==> src/rtl/seg14_scroll_scanner.sv <==
// Multiplexed 14-segment display scanner with a writable message buffer.
// Steps one-hot digit selects at a prescaled rate and can scroll the message
// one character every SCROLL_DIV completed frames.
module seg14_scroll_scanner #(
    parameter int N_DIGITS       = 12,
    parameter int MSG_LEN        = 16,
    parameter int SCAN_DIV       = 1,
    parameter int SCROLL_DIV     = 64,
    parameter bit SEL_ACTIVE_LOW = 1'b0
) (
    input  logic                           clk,
    input  logic                           rst_n,
    input  logic                           wr_en,
    input  logic [$clog2(MSG_LEN)-1:0]     wr_addr,
    input  logic [13:0]                    wr_data,
    input  logic [$clog2(MSG_LEN+1)-1:0]   msg_len,
    input  logic                           scroll_en,
    input  logic                           blank,
    output logic [N_DIGITS-1:0]            sel,
    output logic [13:0]                    segm,
    output logic                           frame_done
);

    localparam int AW = $clog2(MSG_LEN);
    localparam int LW = $clog2(MSG_LEN + 1);
    localparam int DW = (N_DIGITS > 1) ? $clog2(N_DIGITS) : 1;
    localparam int PW = (SCAN_DIV > 1) ? $clog2(SCAN_DIV) : 1;
    localparam int FW = (SCROLL_DIV > 1) ? $clog2(SCROLL_DIV) : 1;

    localparam logic [DW-1:0]       DIGIT_LAST = DW'(N_DIGITS - 1);
    localparam logic [PW-1:0]       PRESC_LAST = PW'(SCAN_DIV - 1);
    localparam logic [FW-1:0]       FCNT_LAST  = FW'(SCROLL_DIV - 1);
    localparam logic [LW-1:0]       LEN_MAX    = LW'(MSG_LEN);
    localparam logic [N_DIGITS-1:0] SEL_IDLE   = {N_DIGITS{SEL_ACTIVE_LOW}};

    logic [13:0]         msg_buf [MSG_LEN];
    logic [PW-1:0]       presc;
    logic                tick;
    logic [DW-1:0]       digit;       // also the character position within the frame
    logic [AW-1:0]       ptr;
    logic [AW-1:0]       offset;
    logic [FW-1:0]       frame_cnt;
    logic [LW-1:0]       len_l;
    logic                scroll_l;    // scroll mode of the frame being shown

    logic [LW-1:0]       len_in;
    logic [N_DIGITS-1:0] sel_next;
    logic [13:0]         seg_next;
    logic [AW-1:0]       offset_adv;
    logic [AW-1:0]       offset_end;
    logic [FW-1:0]       fcnt_end;

    // Step an index through 0..len-1; a zero length pins it at 0.
    function automatic logic [AW-1:0] wrap_inc(input logic [AW-1:0] v, input logic [LW-1:0] len);
        if (int'(v) + 1 >= int'(len)) return '0;
        return v + 1'b1;
    endfunction

    assign tick = (presc == PRESC_LAST);

    // Display value for the digit about to be shown, plus clamped length input.
    always_comb begin
        // NOTE: every comb output gets a default first so no path leaves it unassigned (no latch).
        len_in   = (msg_len > LEN_MAX) ? LEN_MAX : msg_len;
        sel_next = blank ? '0 : (N_DIGITS'(1) << digit);
        if (SEL_ACTIVE_LOW) sel_next = ~sel_next;
        seg_next = msg_buf[ptr];
        if (blank || (len_l == '0) || (!scroll_l && (int'(digit) >= int'(len_l))))
            seg_next = '0;
    end

    // Offset and scroll frame count to adopt at the end of the current frame.
    always_comb begin
        offset_adv = offset;
        fcnt_end   = '0;
        if (scroll_en && scroll_l) begin
            if (frame_cnt == FCNT_LAST) offset_adv = wrap_inc(offset, len_l);
            else                        fcnt_end   = frame_cnt + 1'b1;
        end else if (!scroll_en) begin
            offset_adv = '0;
        end
        offset_end = (int'(offset_adv) >= int'(len_in)) ? '0 : offset_adv;
    end

    // Message buffer: cleared on reset, written one entry per cycle.
    always_ff @(posedge clk or negedge rst_n) begin
        // NOTE: the buffer is reset explicitly because it must read back as blank after reset.
        if (!rst_n) begin
            for (int i = 0; i < MSG_LEN; i++) msg_buf[i] <= '0;
        end else if (wr_en && (int'(wr_addr) < MSG_LEN)) begin
            // Addresses past MSG_LEN only exist when MSG_LEN is not a power of two.
            msg_buf[wr_addr] <= wr_data;
        end
    end

    // Scan state: prescaler, digit/pointer stepping, frame-end bookkeeping, output registers.
    always_ff @(posedge clk or negedge rst_n) begin
        // NOTE: sequential state uses non-blocking assignment so all registers sample pre-edge values.
        if (!rst_n) begin
            presc      <= '0;
            digit      <= '0;
            ptr        <= '0;
            offset     <= '0;
            frame_cnt  <= '0;
            len_l      <= '0;
            scroll_l   <= 1'b0;
            sel        <= SEL_IDLE;
            segm       <= '0;
            frame_done <= 1'b0;
        end else begin
            presc      <= tick ? '0 : presc + 1'b1;
            frame_done <= 1'b0;
            if (tick) begin
                sel  <= sel_next;
                segm <= seg_next;
                if (digit == DIGIT_LAST) begin
                    digit      <= '0;
                    frame_done <= 1'b1;
                    len_l      <= len_in;
                    scroll_l   <= scroll_en;
                    offset     <= offset_end;
                    ptr        <= offset_end;
                    frame_cnt  <= fcnt_end;
                end else begin
                    digit <= digit + 1'b1;
                    ptr   <= wrap_inc(ptr, len_l);
                end
            end
        end
    end

endmodule

==> config.mk <==
export PLATFORM = sky130hd
export DESIGN_NAME = seg14_scroll_scanner
export DESIGN_NICKNAME = d
export VERILOG_FILES = /design/src/rtl/seg14_scroll_scanner.sv
export SDC_FILE = /design/constraint.sdc
export NUM_CORES = 1
export LEC_CHECK = 0
export ABC_AREA = 1
export BUFFER_PORTS_ARGS = -buffer_cell sky130_fd_sc_hd__buf_4
export CAP_MARGIN = 25
export CORE_MARGIN = 2
export CORE_UTILIZATION = 35
export DETAILED_ROUTE_END_ITERATION = 16
export PLACE_DENSITY = 0.52
export SYNTH_ARGS = -nofsm -noshare
export SYNTH_HDL_FRONTEND = slang
export SYNTH_SLANG_ARGS = --single-unit
==> constraint.sdc <==
create_clock -name clk -period 6.8 [get_ports clk]
set_input_delay 0.34 -clock clk [delete_from_list [all_inputs] [get_ports clk]]
set_output_delay 0.34 -clock clk [all_outputs]
set_load 0.05 [all_outputs]
==> impl_metrics.json, run 1 <==
{
  "grt_usage_pct": 19.51,
  "synth-adder-area-share_pct": 2.643,
  "setup_viol": 0,
  "drive_gt1_share_pct": 8.553,
  "pwr-share-clk_pct": 38.0,
  "netlist_area_sq_um": 12780,
  "die_x_microns": 195.1,
  "dr.pass1.iters": 5,
  "ant_nets": 0,
  "synth_compound_area_share_pct": 14.46,
  "r2r_start": "offset[0]",
  "rsz0062_at_grt": "no",
  "instances_no_fill": 2051,
  "cellPowerDensity_nw_per_um2": 312.5,
  "core-area_sq_um": 35740,
  "synth_nets": 1613,
  "whs_ns": 0.03133,
  "required_ns": 7.26,
  "synth_common_cells": "nand2_1 (422), o21ai_0 (289), dfrtp_1 (275)",
  "io_pins": 55,
  "clk_pin_slew_ns": 0.07,
  "crit_fanout": 7,
  "gp_congestion": 0.8016,
  "synthTopCellsByArea": "dfrtp_1 (54%), nand2_1 (12%), o21ai_0 (11%), nand3_1 (5.7%), inv_1 (3.7%)",
  "synth_top_area_share_pct": 53.85,
  "finalPower_mw": 4.569,
  "rr_endpoint": "ptr[2]",
  "numCtsBuffers": 30,
  "maxSlewHeadroom_pct": 32.03,
  "dpl.hpwl_microns": 21060,
  "vias": 10302,
  "rows": 69,
  "r2r_cells": 24,
  "grt_start_max_net_pins": 158,
  "arrival_ns": 3.50,
  "grt_pass1_vias": 9815,
  "endpoint": "ptr[2]",
  "clkLatencyLatePin_ns": 0.60,
  "rrSetupSlack_ns": 3.76,
  "yosys_warnings": 0,
  "cap_violations": 0,
  "tightest_slew_ns": 1.020,
  "hold_viol": 0,
  "p_seq_share_pct": 45.5,
  "ys.flop_type": "dfrtp_1",
  "post-route-util_pct": 40.91,
  "startpoint": "offset[0]",
  "start_kind": "register",
  "seq_area_sq_um": 6887,
  "die_area_sq_um": 38060,
  "fin_crit_sh_pct": 44.71,
  "yosysMostFrequentCell": "nand2_1",
  "multi_input_area_sq_um": 5031,
  "swShare_pct": 29.31,
  "synth_top_family_by_area": "simple AND/OR/NAND/NOR gates",
  "initial_core_util_pct": 35.76,
  "wl_microns": 36940,
  "synth.distinct_cells": 30,
  "cp-end-kind": "register",
  "root_buffer": "clkbuf_16",
  "synth_simple_gate_area_share_pct": 21.91,
  "avgSynthCellArea_sq_um": 8.203,
  "power.internal_mw": 3.230,
  "drc": 0,
  "synthCells": 1558,
  "tns_ns": 0,
  "grt_overflow_total": 0,
  "holdCritPathClass": "input port to register",
  "comb_power_share_pct": 16.5,
  "leakagePower_nw": 6.857,
  "nNetsFinal": 1621,
  "clock-sinks": 275,
  "whs_path_depth": 3,
  "dp.cells": 1985,
  "first_iter_violations": 791,
  "fmaxAchievable_mhz": 328.9,
  "drv_slew": 0,
  "vdd_drop_max_mv": 0.2034,
  "ys_seq_area_share_pct": 53.85,
  "wire_per_inst_microns": 18.01,
  "antenna_found_initial": 0,
  "fill_cells": 3681,
  "synth_mux_area_share_pct": 0,
  "fin_skew_ns": 0.02821,
  "outcome": "completed",
  "diodes": 0,
  "min_period_ns": 3.040,
  "via_per_inst": 5.023,
  "synth_seq_cells": 275,
  "synth_xor_area_share_pct": 0.2741,
  "synth_edf_count": 0,
  "portBuffers": 54,
  "netSwitchingPower_mw": 1.339,
  "synth_async_sr_flop_share_pct": 100.0,
  "grt_pass1_wl_microns": 58150,
  "cts_tree": "built",
  "cts_htree_levels": 1,
  "area_delta_synth_final_pct": 14.40,
  "yosysTopAreaCell": "dfrtp_1",
  "fp.dieH_microns": 195.1,
  "cts_buffer_depth": 3,
  "crit_type": "register to register"
}
==> cell usage in the layout, fill, tap and decap left out, types with 2 or more instances in the layout <==
cell type,n
nand2_1,422
o21ai_0,289
dfrtp_1,273
nand3_1,146
inv_1,125
a21oi_1,66
nor2_1,60
buf_4,60
clkbuf_16,30
ha_1,27
nand4_1,10
dlygate4sd3_1,10
nand2_2,8
o21ai_1,7
clkbuf_1,7
nand3_2,6
clkbuf_8,6
clkinv_2,5
nor2_4,4
bufinv_16,4
xnor2_1,3
clkinvlp_4,3
a21boi_0,2
nor3_4,2
==> power by group through the flow <==
stage,clock network (mW),logic (mW),registers (mW)
2_1_floorplan,0,0.506,2.10
3_3_place_gp,0,0.739,2.10
3_5_place_dp,0,0.754,2.10
4_1_cts,1.78,0.760,2.08
5_1_grt,1.84,0.877,2.11
6_report,1.74,0.752,2.08
==> logic make-up (layout without fill, tap and decap cells) <==
| group | Yosys count | in the layout |
|---|---|---|
| AOI/OAI and AO/OA | 367 | 367 |
| xor gates and xnor gates | 4 | 4 |
| adders and majority gates | 27 | 27 |
| buffers and inverters | 224 | 256 |
| DFF | 275 | 275 |
| and+or+nand+nor | 661 | 661 |
==> metrics by stage <==
step           worst slack [ns]  area [sq um]
3_3_place_gp              3.817         13460
3_5_place_dp              3.779         13460
6_report                  3.760         14620
5_1_grt                   3.380         14620
4_1_cts                   3.768         14620
2_1_floorplan             4.203         12780
==> how the worst min path moves through the flow <==
stage | from | endpoint | slack (ns)
CTS | wr_data[5] | msg_buf[145] | 0.01
finish | wr_data[5] | msg_buf[145] | 0.03
global route | wr_data[5] | msg_buf[89] | 0.02
floorplan | rst_n | digit[0] | 0.04
global placement | msg_buf[110] | msg_buf[110] | 0.46
detailed placement | msg_buf[72] | msg_buf[72] | 0.47
==> state kept, by name, summed over array words and instances (netlist names) <==
register    count
segm           14
offset          4
frame_cnt       6
msg_buf       224
scroll_l        1
ptr             4
frame_done      1
sel            12
digit           4
len_l           5
==> layer usage <==
metal  GRT usage [%]  vias to the layer above  part of all wire, %
met2           31.46                      210                   46
met3           2.435                       52                  4.4
met4           4.100                        0                  1.9
met1           28.23                     4952                   48
met5               0                        -                    0
li1                -                     5088                    -
==> critical path: stages, from the launching register on <==
cell     delay, ns
dfrtp_1       0.47
ha_1          0.26
xnor2_1       0.24
inv_1         0.07
ha_1          0.29
nand2_1       0.07
nand2_1       0.05
nand2_1       0.05
nand2_1       0.04
nor2_1        0.21
nand3_1       0.11
nand2_1       0.13
inv_1         0.05
ha_1          0.26
inv_1         0.03
nand2_1       0.04
nand2_1       0.04
nand2_1       0.05
nand2_1       0.04
nand2_1       0.05
nand2_1       0.05
nand2_1       0.05
nand2_1       0.08
nand2_1       0.13
nand2_1       0.06
==> repair_timing <==
item / in CTS / in global routing
gates resized for setup: 0 / 0
hold buffers: 10 / 0
buffers inserted: 0 / 0
hold endpoints to repair: 141 / 0
==> area by class of cell <==
type | count | area share [%]
flip-flops and latches | 275 | 47.10
multi-input cells | 1059 | 34.41
clock buffers | 43 | 5.879
repair buffers | 72 | 4.005
well taps | 461 | 3.945
inverters | 128 | 3.303
clock inverters | 13 | 1.352
(Power assumes the default switching activity.)
==> inputs of run 2 (changes only) <==
--- a/config.mk
+++ b/config.mk
@@ -5,13 +5,13 @@
 export SDC_FILE = /design/constraint.sdc
 export NUM_CORES = 1
 export LEC_CHECK = 0
-export ABC_AREA = 1
+export ABC_AREA = 0
 export BUFFER_PORTS_ARGS = -buffer_cell sky130_fd_sc_hd__buf_4
 export CAP_MARGIN = 25
 export CORE_MARGIN = 2
 export CORE_UTILIZATION = 35
 export DETAILED_ROUTE_END_ITERATION = 16
-export PLACE_DENSITY = 0.52
+export PLACE_DENSITY = 0.54
 export SYNTH_ARGS = -nofsm -noshare
 export SYNTH_HDL_FRONTEND = slang
 export SYNTH_SLANG_ARGS = --single-unit
==> constraint.sdc (replaced) <==
create_clock -name clk -period 2.79 [get_ports clk]
set_input_delay 0.1395 -clock clk [delete_from_list [all_inputs] [get_ports clk]]
set_output_delay 0.1395 -clock clk [all_outputs]
set_load 0.05 [all_outputs]
==> run 2 against run 1 <==
Compared with the run above: the flow now finishes with violations (DRC, setup timing); synthesized cell count decreased by 45%; largest cell class unchanged; final cell count decreased by 29%; hold slack got worse by 0.018 ns; clock power increased by 130%; critical path type unchanged; largest power group unchanged; routed wire length decreased by 22%.
==> impl_metrics.json, run 2 <==
{
  "drive_gt1_share_pct": 46.75,
  "required_ns": 3.22,
  "grt_start_max_net_pins": 80,
  "dpl_cell_area_sq_um": 13890,
  "die_area_sq_um": 37750,
  "largest-register": "msg_buf",
  "netlist_area_sq_um": 12680,
  "reg_top3": "msg_buf (224), segm (14), sel (12)",
  "ys_seq_area_share_pct": 54.29,
  "r2r_start": "offset[0]",
  "whs_ns": 0.01288,
  "final_cell_mix": "dfrtp_1 (272), mux2_2 (224), buf_4 (115)",
  "via_per_inst": 5.082,
  "crit_path_cell_trace": "ha_2, nor2b_4, or2_4, ha_4, a21o_1, a31oi_2, o21a_1, mux2i_2, ha_1, nand2b_4, a2111o_1, a21o_1, a21oi_2, o21bai_1",
  "dp.cells": 1379,
  "arrival_ns": 3.64,
  "synth_top_area_share_pct": 54.29,
  "startpoint": "offset[0]",
  "min_period_ns": 3.208,
  "yosysMostFrequentCell": "dfrtp_1",
  "fin_crit_sh_pct": 115.0,
  "cp-end-kind": "register",
  "grt_pass1_wl_microns": 46400,
  "core-area_sq_um": 35660,
  "fmaxAchievable_mhz": 311.7,
  "wire_per_inst_microns": 19.77,
  "fill_cells": 3259,
  "drv_slew": 0,
  "path_depth": 14,
  "post-route-util_pct": 42.60,
  "gp_congestion": 0.7612,
  "r2r_cells": 14,
  "nNetsFinal": 1033,
  "crit_fanout": 4,
  "io_pins": 55,
  "vdd_drop_max_mv": 0.3240,
  "outcome": "finished, violations left",
  "leakagePower_nw": 6.665,
  "portBuffers": 54,
  "whs_path_depth": 3,
  "synth_nets": 917,
  "clock-sinks": 275,
  "ys.flop_type": "dfrtp_1",
  "grt_usage_pct": 15.80,
  "hold_viol": 0,
  "cts_htree_levels": 2,
  "rows": 69,
  "first_iter_violations": 362,
  "cap_violations": 0,
  "numCtsBuffers": 34,
  "drc": 5,
  "antenna_found_initial": 2,
  "synth_common_cells": "dfrtp_1 (275), mux2_2 (224), mux4_2 (56)",
  "synthTopCellsByArea": "dfrtp_1 (54%), mux2_2 (20%), mux4_2 (9.9%), ha_1 (2.7%), a211oi_1 (1.7%)",
  "avgSynthCellArea_sq_um": 14.71,
  "yosysTopAreaCell": "dfrtp_1",
  "crit_type": "register to register",
  "tightest_slew_ns": 0.9784,
  "synth_seq_cells": 275,
  "setup_viol": 8,
  "finalPower_mw": 11.01,
  "worstHoldStart": "msg_len[3]",
  "violations": "DRC, setup timing",
  "largest_reg_flops": 224,
  "path_buf_inv": 0,
  "root_buffer": "clkbuf_16",
  "cpLargestDelayFamily": "compound AO/OA/AOI/OAI gates",
  "instances_no_fill": 1460,
  "layout_commonest_cell": "dfrtp_1",
  "clkLatencyLatePin_ns": 0.52,
  "vias": 7420,
  "diodes": 0,
  "synth_edf_count": 0,
  "fin_skew_ns": 0.01594,
  "synth.distinct_cells": 47,
  "dpl_worst_slack_ns": -0.4650,
  "wl_microns": 28860,
  "fin_ws_ns": -0.4182,
  "yosys_warnings": 0,
  "cellPowerDensity_nw_per_um2": 724.9,
  "synth_async_sr_flop_share_pct": 100.0,
  "dpl.hpwl_microns": 18370,
  "start_kind": "register",
  "synthCells": 862,
  "max_stage_delay_ns": 0.40,
  "dr.pass1.iters": 11,
  "cts_buffer_depth": 3,
  "rsz0062_at_grt": "yes",
  "holdCritPathClass": "input port to register",
  "cp_common_cell": "a21o_1",
  "fp.dieH_microns": 194.3,
  "clk_pin_slew_ns": 0.06,
  "die_x_microns": 194.3,
  "tns_ns": -2.976,
  "grt_overflow_total": 0,
  "ant_nets": 0,
  "maxSlewHeadroom_pct": 34.77,
  "final_area_sq_um": 15190,
  "area_delta_synth_final_pct": 19.82,
  "cpMaxStageDelayCell": "a2111o_1",
  "grt_pass1_vias": 7865,
  "cts_tree": "built",
  "initial_core_util_pct": 35.55
}
## run 2: area by class of cell
class	count	area [sq um]	area share [%]
sequential	275	6888	45.35
multi-input combinational	513	5495	36.18
timing repair buffer	138	1139	7.496
clock buffer	46	945.9	6.228
tap	461	576.8	3.798
clock inverter	11	83.83	0.5519
inverter	16	60.06	0.3954
## run 2: where the power goes
group          switching [mW]  internal [mW]  leakage, nW
Sequential              0.360           4.78         3.43
Clock                    1.69           2.39        0.507
Combinational           0.676           1.12         2.73
## run 2: final timing paths
kind | endpoint | slack [ns]
setup / recovery | ptr[2] | -0.42
hold / removal | len_l[3] | 0.01
setup reg to reg | ptr[2] | -0.42
hold reg to reg | msg_buf[183] | 0.50
max in group asynchronous | msg_buf[135] | 1.59
min in group asynchronous | sel[0] | 0.19
## run 2: worst min-delay path, cell delays in order
cell and delay (ns):
buf_4 0.08, nand2b_1 0.10, o21ai_0 0.16
## run 2: cells by family after synthesis
logic type,synth area share (%)
flops,54.29
mux,31.03
simple gates,4.659
buf+inv,2.981
fa+ha+maj,2.665
xor+xnor,0.2764
compound gates,4.096
## run 2: metal layers
layer	share of wire [%]	GRT usage [%]
met3	3.7	2.950
met4	1.6	4.017
met2	50	26.77
met5	0.094	0
met1	45	20.97
## run 2: timing repair
item,4_1_cts,5_1_grt
buffers inserted,5,1
resized for setup,3,4
pin swaps,3,1
hold endpoints to repair,306,0
hold buffers,18,0
setup endpoints to repair,8,8
